`config.mk`:
```
export PLATFORM = sky130hd
export DESIGN_NAME = sdes_engine
export DESIGN_NICKNAME = d
export VERILOG_FILES = /design/src/rtl/sdes_pkg.sv /design/src/rtl/sdes_round.sv /design/src/rtl/sdes_engine.sv
export SDC_FILE = /design/constraint.sdc
export NUM_CORES = 1
export LEC_CHECK = 0
export ABC_AREA = 1
export BUFFER_PORTS_ARGS = -buffer_cell sky130_fd_sc_hd__clkbuf_2
export CAP_MARGIN = 20
export CORE_MARGIN = 2
export CORE_UTILIZATION = 30
export CTS_CLUSTER_DIAMETER = 120
export CTS_CLUSTER_SIZE = 12
export DETAILED_ROUTE_END_ITERATION = 10
export SLEW_MARGIN = 20
export SYNTH_ARGS = -nofsm -noshare
export SYNTH_HDL_FRONTEND = slang
export SYNTH_SLANG_ARGS = --single-unit
```
`constraint.sdc`:
```
create_clock -name clk -period 2.54 [get_ports clk]
set_input_delay 0 -clock clk [delete_from_list [all_inputs] [get_ports clk]]
set_output_delay 0 -clock clk [all_outputs]
set_load 0.02 [all_outputs]
```
`src/rtl/sdes_pkg.sv`:
```
// rtl/sdes_pkg.sv - shared S-DES types, permutation tables, S-boxes and round functions
//
// Purpose : engine state encoding plus the P10/P8/P4/IP/IP^-1/E-P tables,
//           S-boxes S0/S1, subkey derivation and the fK round function.
// Ports   : none (package).
// Bit order: every vector is declared [0:N-1] so index 0 is the MSB, the same
//           numbering the classic tables use. The tables below hold 0-based
//           positions (textbook values minus one).
package sdes_pkg;

  typedef enum logic [1:0] {IDLE, R1, R2, DONE} state_t;

  localparam logic [3:0] P10_T [10] = '{4'd2, 4'd4, 4'd1, 4'd6, 4'd3, 4'd9, 4'd0, 4'd8, 4'd7, 4'd5};
  localparam logic [3:0] P8_T  [8]  = '{4'd5, 4'd2, 4'd6, 4'd3, 4'd7, 4'd4, 4'd9, 4'd8};
  localparam logic [1:0] P4_T  [4]  = '{2'd1, 2'd3, 2'd2, 2'd0};
  localparam logic [2:0] IP_T  [8]  = '{3'd1, 3'd5, 3'd2, 3'd0, 3'd3, 3'd7, 3'd4, 3'd6};
  localparam logic [2:0] IPI_T [8]  = '{3'd3, 3'd0, 3'd2, 3'd4, 3'd6, 3'd1, 3'd7, 3'd5};
  localparam logic [1:0] EP_T  [8]  = '{2'd3, 2'd0, 2'd1, 2'd2, 2'd1, 2'd2, 2'd3, 2'd0};

  // S-boxes indexed by {row, col}: row = outer bits, col = inner bits.
  localparam logic [1:0] S0_T [16] = '{2'd1, 2'd0, 2'd3, 2'd2, 2'd3, 2'd2, 2'd1, 2'd0,
                                       2'd0, 2'd2, 2'd1, 2'd3, 2'd3, 2'd1, 2'd3, 2'd2};
  localparam logic [1:0] S1_T [16] = '{2'd0, 2'd1, 2'd2, 2'd3, 2'd2, 2'd0, 2'd1, 2'd3,
                                       2'd3, 2'd0, 2'd1, 2'd0, 2'd2, 2'd1, 2'd0, 2'd3};

  function automatic logic [0:9] sdes_p10(input logic [0:9] k);
    logic [0:9] r;
    for (int i = 0; i < 10; i++) r[4'(i)] = k[P10_T[4'(i)]];
    return r;
  endfunction

  function automatic logic [0:7] sdes_p8(input logic [0:9] k);
    logic [0:7] r;
    for (int i = 0; i < 8; i++) r[3'(i)] = k[P8_T[3'(i)]];
    return r;
  endfunction

  // Circular left shift of each 5-bit half by one position.
  function automatic logic [0:9] sdes_ls1(input logic [0:9] v);
    return {v[1:4], v[0], v[6:9], v[5]};
  endfunction

  function automatic logic [0:7] sdes_k1(input logic [0:9] key);
    return sdes_p8(sdes_ls1(sdes_p10(key)));
  endfunction

  // K2 takes the K1 shift result and shifts two more places.
  function automatic logic [0:7] sdes_k2(input logic [0:9] key);
    return sdes_p8(sdes_ls1(sdes_ls1(sdes_ls1(sdes_p10(key)))));
  endfunction

  function automatic logic [0:7] sdes_ip(input logic [0:7] d);
    logic [0:7] r;
    for (int i = 0; i < 8; i++) r[3'(i)] = d[IP_T[3'(i)]];
    return r;
  endfunction

  function automatic logic [0:7] sdes_ip_inv(input logic [0:7] d);
    logic [0:7] r;
    for (int i = 0; i < 8; i++) r[3'(i)] = d[IPI_T[3'(i)]];
    return r;
  endfunction

  // fK: left nibble XOR F(right nibble, subkey); right nibble passes through.
  function automatic logic [0:7] sdes_fk(input logic [0:7] d, input logic [0:7] sk);
    logic [0:7] ep;
    logic [0:3] s;
    logic [0:3] p;
    for (int i = 0; i < 8; i++) ep[3'(i)] = d[{1'b1, EP_T[3'(i)]}];
    ep = ep ^ sk;
    s[0:1] = S0_T[{ep[0], ep[3], ep[1], ep[2]}];
    s[2:3] = S1_T[{ep[4], ep[7], ep[5], ep[6]}];
    for (int i = 0; i < 4; i++) p[2'(i)] = s[P4_T[2'(i)]];
    return {d[0:3] ^ p, d[4:7]};
  endfunction

endpackage

```
`src/rtl/sdes_round.sv`:
```
// rtl/sdes_round.sv - one lane of combinational fK with optional nibble swap
//
// Ports: din    [0:7] lane state after IP (or after the first round)
//        subkey [0:7] K1 or K2, chosen by the engine
//        swap         1 = apply SW after fK
//        dout   [0:7] round result
module sdes_round
  import sdes_pkg::*;
(
  input  logic [0:7] din,
  input  logic [0:7] subkey,
  input  logic       swap,
  output logic [0:7] dout
);

  logic [0:7] f;

  assign f    = sdes_fk(din, subkey);
  assign dout = swap ? {f[4:7], f[0:3]} : f;

endmodule

```
`src/rtl/sdes_engine.sv`:
```
// rtl/sdes_engine.sv - multi-lane S-DES block engine, 3 cycles per block
//
// Optional feature: define SDES_CBC_EN for CBC chaining (adds the iv port).
// Ports: clk, rst_n (sync, active-low); key_load/key load K1,K2 in IDLE;
//        enc selects encrypt(1)/decrypt(0) per accepted block;
//        in_valid/in_ready/plaintext input block; out_valid/out_ready/ciphertext
//        result block (lane i at bits 8i..8i+7); busy = not IDLE (if BUSY_OUT);
//        iv per-lane chain seed (SDES_CBC_EN only).
module sdes_engine
  import sdes_pkg::*;
#(
  parameter int LANES    = 1,
  parameter int BUSY_OUT = 1
) (
  input  logic                 clk,
  input  logic                 rst_n,
  input  logic                 key_load,
  input  logic [0:9]           key,
  input  logic                 enc,
  input  logic                 in_valid,
  output logic                 in_ready,
  input  logic [0:8*LANES-1]   plaintext,
`ifdef SDES_CBC_EN
  input  logic [0:8*LANES-1]   iv,
`endif
  output logic                 out_valid,
  input  logic                 out_ready,
  output logic [0:8*LANES-1]   ciphertext,
  output logic                 busy
);

  state_t     state, state_nxt;
  logic [0:7] k1, k2;
  logic       enc_q;
  logic       accept;
  logic       key_take;
  logic [0:7] round_key;

  // key_load masks in_ready so a block never meets a half-updated key.
  assign in_ready  = rst_n && !key_load &&
                     ((state == IDLE) || ((state == DONE) && out_ready));
  assign accept    = in_valid && in_ready;
  assign key_take  = key_load && (state == IDLE);
  assign out_valid = (state == DONE);
  assign busy      = (BUSY_OUT != 0) && (state != IDLE);

  // Encrypt runs K1 then K2; decrypt runs K2 then K1.
  assign round_key = ((state == R1) == enc_q) ? k1 : k2;

  always_ff @(posedge clk) begin
    if (!rst_n) begin
      state <= IDLE;
      k1    <= '0;
      k2    <= '0;
      enc_q <= 1'b0;
    end else begin
      state <= state_nxt;
      if (key_take) begin
        k1 <= sdes_k1(key);
        k2 <= sdes_k2(key);
      end
      if (accept) enc_q <= enc;
    end
  end

  always_comb begin
    state_nxt = state;
    case (state)
      IDLE:    if (accept) state_nxt = R1;
      R1:      state_nxt = R2;
      R2:      state_nxt = DONE;
      DONE:    if (out_ready) state_nxt = accept ? R1 : IDLE;
      default: state_nxt = IDLE;
    endcase
  end

  for (genvar g = 0; g < LANES; g++) begin : g_lane
    logic [0:7] pt, lane_in, blk, rnd, res, ct;

    assign pt = plaintext[8*g +: 8];

`ifdef SDES_CBC_EN
    logic [0:7] chain, din_q;

    assign lane_in = enc ? (pt ^ chain) : pt;
    assign res     = enc_q ? sdes_ip_inv(rnd) : (sdes_ip_inv(rnd) ^ chain);

    // Decrypt chains on the ciphertext it consumed, so that block is kept
    // until R2 rather than overwriting chain while it is still needed.
    always_ff @(posedge clk) begin
      if (!rst_n) begin
        chain <= '0;
        din_q <= '0;
      end else begin
        if (key_take)           chain <= iv[8*g +: 8];
        else if (state == R2)   chain <= enc_q ? res : din_q;
        if (accept)             din_q <= pt;
      end
    end
`else
    assign lane_in = pt;
    assign res     = sdes_ip_inv(rnd);
`endif

    sdes_round u_round (
      .din    (blk),
      .subkey (round_key),
      .swap   (state == R1),
      .dout   (rnd)
    );

    always_ff @(posedge clk) begin
      if (!rst_n) begin
        blk <= '0;
        ct  <= '0;
      end else begin
        if (accept)             blk <= sdes_ip(lane_in);
        else if (state == R1)   blk <= rnd;
        if (state == R2)        ct  <= res;
      end
    end

    assign ciphertext[8*g +: 8] = ct;
  end

endmodule

```
==> results of run 1 <==
-- cells in the mapped netlist --
cell type | n | share of area
nor3_4 | 1 | 0.018
a31oi_1 | 1 | 0.0069
a21oi_1 | 6 | 0.033
ha_1 | 5 | 0.069
nand2_4 | 2 | 0.025
clkbuf_1 | 1 | 0.0042
nand3_1 | 8 | 0.044
o21ai_0 | 9 | 0.050
nand2_1 | 17 | 0.071
buf_6 | 1 | 0.012
inv_6 | 1 | 0.0097
o211ai_1 | 1 | 0.0083
inv_1 | 12 | 0.050
nor2_1 | 17 | 0.071
a21oi_2 | 4 | 0.039
o21ai_1 | 2 | 0.011
nand3b_1 | 1 | 0.0083
buf_4 | 5 | 0.042
a21boi_0 | 1 | 0.0083
conb_1 | 1 | 0.0042
inv_2 | 1 | 0.0042
dfxtp_1 | 15 | 0.33
nand2_2 | 7 | 0.049
nor2_2 | 1 | 0.0069
nand3_2 | 2 | 0.022
-- area by class of cell --
cell class	instances	area [µm²]
tap	31	38.8
fill	312	1740
timing repair buffer	23	135
multi-input combinational	89	503
inverter	14	57.6
clock buffer	4	26.3
sequential	15	300
-- logic make-up after synthesis --
| logic type | count (synthesis) | synth area share |
|---|---|---|
| buffers and inverters | 21 | 0.122 |
| and+or+nand+nor | 56 | 0.315 |
| adders and majority gates | 5 | 0.0693 |
| other | 1 | 0.00416 |
| DFF | 15 | 0.333 |
| AOI/OAI and AO/OA | 24 | 0.157 |
-- per-layer routing --
metal  wire, µm  vias to the layer above  global-route usage
met5          0                        -                   0
li1           -                      429                   -
met2        913                       14               0.183
met4         25                        0              0.0552
met3         47                        4              0.0154
met1        807                      385               0.136
-- where the power goes --
part / total [W] / switching [W] / leakage, nW / internal (W)
Combinational: 0.000493 / 0.000318 / 0.362 / 0.000174
Sequential: 0.000319 / 0.0000360 / 0.123 / 0.000283
Clock: 0.000137 / 0.0000763 / 0.0150 / 0.0000610
-- per-stage QoR --
stage	utilization	area, µm²	total power [W]
after global placement	0.355	995	0.000799
after global routing	0.378	1060	0.00104
after floorplan	-	913	0.000729
after CTS	0.378	1060	0.000957
final	0.378	1060	0.000949
after detailed placement	0.355	995	0.000814
-- critical path: stages, from the launching register on --
cell	delay (ns)
dfxtp_1	0.34
inv_1	0.13
ha_1	0.44
inv_6	0.07
nand2_4	0.10
nand2_4	0.06
nand2_1	0.05
nand3_1	0.06
nand2_1	0.08
nand2_1	0.06
nand2_2	0.07
nand2_2	0.05
nand2_2	0.06
nand3_2	0.06
nand2_2	0.11
a21oi_2	0.05
-- what timing repair did --
item                      4_1_cts  5_1_grt
hold endpoints to repair        4        0
resized for setup               0        0
hold buffers                    4        0
-- how the worst min path moves through the flow --
stage | to | depth (start not counted) | start
2_1_floorplan | in_ready | 1 | key_load
3_3_place_gp | k1[3] | 3 | key[3]
3_5_place_dp | k1[0] | 3 | key[0]
4_1_cts | k2[1] | 3 | key[2]
5_1_grt | enc_q | 3 | enc
6_report | k2[1] | 3 | key[2]
-- registers in the layout, summed over array words and instances, names as in the netlist --
| signal | flops |
|---|---|
| g_lane.blk | 4 |
| ciphertext | 3 |
| k2 | 1 |
| enc_q | 1 |
| state | 2 |
| k1 | 4 |
==> metrics.md, run 1 <==
| Metric | Value |
|---|---|
| Status | complete, but fails checks |
| Violated checks | design-rule violations |
| Synthesized area per cell | 7.39 µm² |
| H-tree lvl count | 1 |
| CTS clk-pin slew, worst paths | 0.09 ns |
| First-pass GRT wire length | between 2000 and 3000 µm |
| Die H | 58.8 µm |
| Reg2Reg Launch Point | state[1] |
| Worst R2R Path Depth | 15 |
| PD cells | 895 nW/µm² |
| Critical Path End | ciphertext[3] |
| Min cycle time layout | 1.92 ns |
| Root Buffer | clkbuf_4 |
| Max Clock Skew | 0.00103 ns |
| Cell Area, Synth | approximately 900 µm² |
| Most common cell after layout, fill and taps aside | clkbuf_2 |
| #FFs+latches synth | 15 |
| Routed WL | 1790 µm |
| Fin cells | 176 |
| Register area share after synthesis | 0.333 |
| Global route overflow | 0 |
| GRT Overall Usage | 0.109 |
| Post-route ant nets | 0 |
| Port Buffers | 19 |
| Ant. Diodes | 0 |
| RSZ-0062 raised after global routing | no |
| Area grow syn2layout | 17.6% |
| Kind of critical path | reg -> reg |
| Ys Warns | 0 |
| Period utilization | 0.754 |
| Leak | 0.500 nW |
| Die area | 3460 µm² |
| Via Count | about 830 |
| CTS sink count | 15 |
| CTS max path bufs | 2 |
| Vias in the first global route | between 700 and 800 |
| Worst Hold Class | in -> reg |
| Largest net degree at the start of global routing | 13 |
| Core area | 2810 µm² |
| Post-Route Setup TNS | 0 ns |
| Wirelength per Cell | 10.2 µm |
| DP Worst Slack | 0.630 ns |
| I/O Pins | 35 |
| Worst Setup SP | state[1] |
| Clock latency on the worst-skew pair | about 0.28 ns |
| Most frequent cells in the layout | 19 x clkbuf_2, 17 x nand2_1, 17 x nor2_1, 15 x dfxtp_1, 12 x inv_1 |
| WHS | ~0.0098 ns |
| DRC viols | 1 |
| Gate Count Post-Synth | 122 |
| DRT Pass-1 Iters | 7 |
| Critical path endpoint category | flip-flop |
| Critical Path Source Type | flip-flop |
| DR iter-0 viols | 15 |
| Core Rows | 19 |
| Reg-to-Reg End | ciphertext[3] |
| Max_cap viols | 0 |
| RD Place Congestion | 0.751 |
| Post-synth cell types | 25 |
| Max Slew Vio Count | 0 |
| Data arrival, critical path | 2.09 ns |
| Final setup fails | 0 |
| Vias per inst | 4.73 |
| Post-CTS Repair Setup Buffers | 0 |
| Share of cells above drive strength 1 | 0.283 |
| Starting Density | 0.322 |
| WP data required | around 2.7 ns |
| Antenna violations before repair | 0 |
| Placed cell count | 168 |
| R2R setup slack | 0.62 ns |
| Hold Vio Cnt, Final | 0 |
| Final WS setup | 0.625 ns |
| Max VDD drop | 484 µV |
| Clock buffer count from CTS | 3 |
| Fmax achieved | 522 MHz |
| Die outline width | 58.8 µm |
| Worst Path Max Fanout | 8 |
| DP HPWL | about 1400 µm |
| TritonCTS clock tree | built |
| Final net count | 175 |
(Power assumes the default switching activity.)
==> run 2: changes to the inputs <==
- clock period: 2.54 -> 1.61 ns (I/O delays scaled with it)
==> run 2 against run 1 <==
The flow still finishes with violations (design-rule violations). Largest cell class unchanged. Sequential share of layout area fell by 3.9 points. Clock power grew 63%. Core utilization up 6.7 points. Critical endpoint is now state[0]. Global-route usage increased by 1.4 points.
==> metrics.md, run 2 (synthesized netlist as in run 1, its figures left out) <==
| Metric | Value |
|---|---|
| Fillers | 294 |
| Via Count | between 800 and 900 |
| GR Util met1 | 0.154 |
| PD cells | 1440 nW/µm² |
| Die area | 3460 µm² |
| CTS clk-pin slew, worst paths | approximately 0.090 ns |
| Vias per inst | between 4 and 5 |
| Final setup fails | 0 |
| RSZ-0062 raised after global routing | yes |
| RD Place Congestion | a little under 0.9 |
| Layer with the highest usage | met2 |
| CTS max path bufs | 2 |
| Kind of critical path | reg -> reg |
| Violated checks | design-rule violations |
| Starting Density | 0.322 |
| Placed cell count | 177 |
| DP HPWL | 1540 µm |
| Ant. Diodes | 0 |
| Clock latency on the worst-skew pair | 0.29 ns |
| Period utilization | 0.967 |
| Root Buffer | clkbuf_4 |
| Die H | just under 60 µm |
| Max Clock Skew | roughly 0.00056 ns |
| Core Rows | 19 |
| WP data required | 1.80 ns |
| Leak | between 0.5 and 0.6 nW |
| Max Slew Vio Count | 0 |
| Sequential Power Share | 0.288 |
| Cell family with most CP delay | simple AND/OR/NAND/NOR gates |
| Fmax achieved | 642 MHz |
| Largest net degree at the start of global routing | 13 |
| TritonCTS clock tree | built |
| Design area | 1250 µm² |
| Worst Hold Class | in -> reg |
| Post-route ant nets | 0 |
| Routed WL | approximately 2000 µm |
| Vias in the first global route | 784 |
| Net Sw Frac | 0.437 |
| Share of cells above drive strength 1 | 0.420 |
| H-tree lvl count | 1 |
| Worst Path Max Fanout | 5 |
| First-pass GRT wire length | 3330 µm |
| DRT Pass-1 Iters | 6 |
| I/O Pins | 35 |
| Core Util, Final | 0.445 |
| Gate power share | 0.588 |
| Fin cells | 188 |
| CP max stage cell | dfxtp_4 |
| Most frequent cells in the layout | 18 x clkbuf_2, 17 x nor2_1, 13 x nand2_1, 13 x dfxtp_1 |
| Met3 usage | 0.0242 |
| Sequence of cells on the critical path | buf_6, inv_4, ha_4, a21oi_2, nor3_4, nand2_2, a21oi_4, o21ai_1, nand2_1, a21oi_1 |
| Met2 track demand over resource | 0.208 |
| Largest stage delay, worst path | 0.37 ns |
| CTS sink count | 15 |
| CP bufs+invs | 2 |
| Area post-placement | 1100 µm² |
| Area grow syn2layout | 38.4% |
| Critical path endpoint category | flip-flop |
| Max_cap viols | 0 |
| Port Buffers | 19 |
| Internal power | 0.00101 W |
| Die outline width | 58.8 µm |
| Min cycle time layout | 1.56 ns |
| DR iter-0 viols | 22 |
| Critical Path Source Type | flip-flop |
| Clock buffer count from CTS | 3 |
| Max VDD drop | 696 µV |
| Clk pwr share | 0.124 |
| Status | complete, but fails checks |
| DRC viols | 2 |
| GRT Overall Usage | 0.123 |
| Data arrival, critical path | 1.75 ns |
| Core area | 2810 µm² |
| Most common cell after layout, fill and taps aside | clkbuf_2 |
| Final net count | 187 |
| Wirelength per Cell | around 10 µm |
| Hold Vio Cnt, Final | 0 |
| Switching Power | 0.000786 W |
| Antenna violations before repair | 0 |
| Global route overflow | 0 |
-- run 2: changes by cell type in the layout (fill, tap and decap cells not counted), sizes merged --
cell	delta
buf	+11
clkbuf	-2
dlygate4sd3	+2
clkinv	+1
-- run 2: layout make-up --
type,count,area [µm²],area share
Clock buffer,3,22.5,0.0180
Clock inverter,1,5.00,0.00401
Inverter,14,60.1,0.0481
Multi-Input combinational cell,89,577,0.462
Timing Repair Buffer,35,240,0.192
Sequential cell,15,305,0.244
Tap cell,31,38.8,0.0311
-- run 2: timing repair --
item                       in CTS  in global routing
hold endpoints to repair        6                  0
resized for setup               2                 12
buffers inserted                0                  1
pin swaps                       4                  5
hold buffers                    6                  0
setup endpoints to repair       5                  6
-- run 2: worst paths after layout --
check	slack (ns)	cells after the start	startpoint	endpoint
min reg2reg	0.45	2	ciphertext[2]	ciphertext[2]
max	0.05	10	state[0]	state[0]
min	0.05	5	plaintext[1]	g_lane[0].blk[0]
max reg2reg	0.05	10	state[0]	state[0]
-- run 2: stage by stage --
stage          worst slack, ns  TNS [ns]  power (W)  hold WS, ns
3_5_place_dp           -0.0802    -0.201    0.00145        0.262
2_1_floorplan          -0.0165   -0.0202    0.00121       0.0399
6_report                0.0529         0    0.00180       0.0506
4_1_cts                -0.0148   -0.0148    0.00171       0.0693
3_3_place_gp            0.0110         0    0.00143        0.250
5_1_grt                -0.0991    -0.493    0.00195       0.0822
-- run 2: power by group through the flow --
stage | Combinational [W] | Sequential, W | Clock (W)
6_report | 0.00106 | 0.000518 | 0.000223
5_1_grt | 0.00118 | 0.000527 | 0.000249
4_1_cts | 0.000978 | 0.000506 | 0.000223
3_5_place_dp | 0.000940 | 0.000514 | 0
3_3_place_gp | 0.000914 | 0.000513 | 0
2_1_floorplan | 0.000677 | 0.000536 | 0
-- run 2: per-layer routing --
layer / share of wire / up-vias
met1: 0.44 / 383
met4: 0.035 / 0
met5: 0 / -
met3: 0.028 / 7
met2: 0.49 / 14
li1: - / 453
-- run 2: worst register-to-register path, stage by stage (launching register included) --
cell and delay, ns:
dfxtp_4 0.37, buf_6 0.13, inv_4 0.06, ha_4 0.14, a21oi_2 0.05, nor3_4 0.20
nand2_2 0.14, a21oi_4 0.17, o21ai_1 0.09, nand2_1 0.06, a21oi_1 0.06
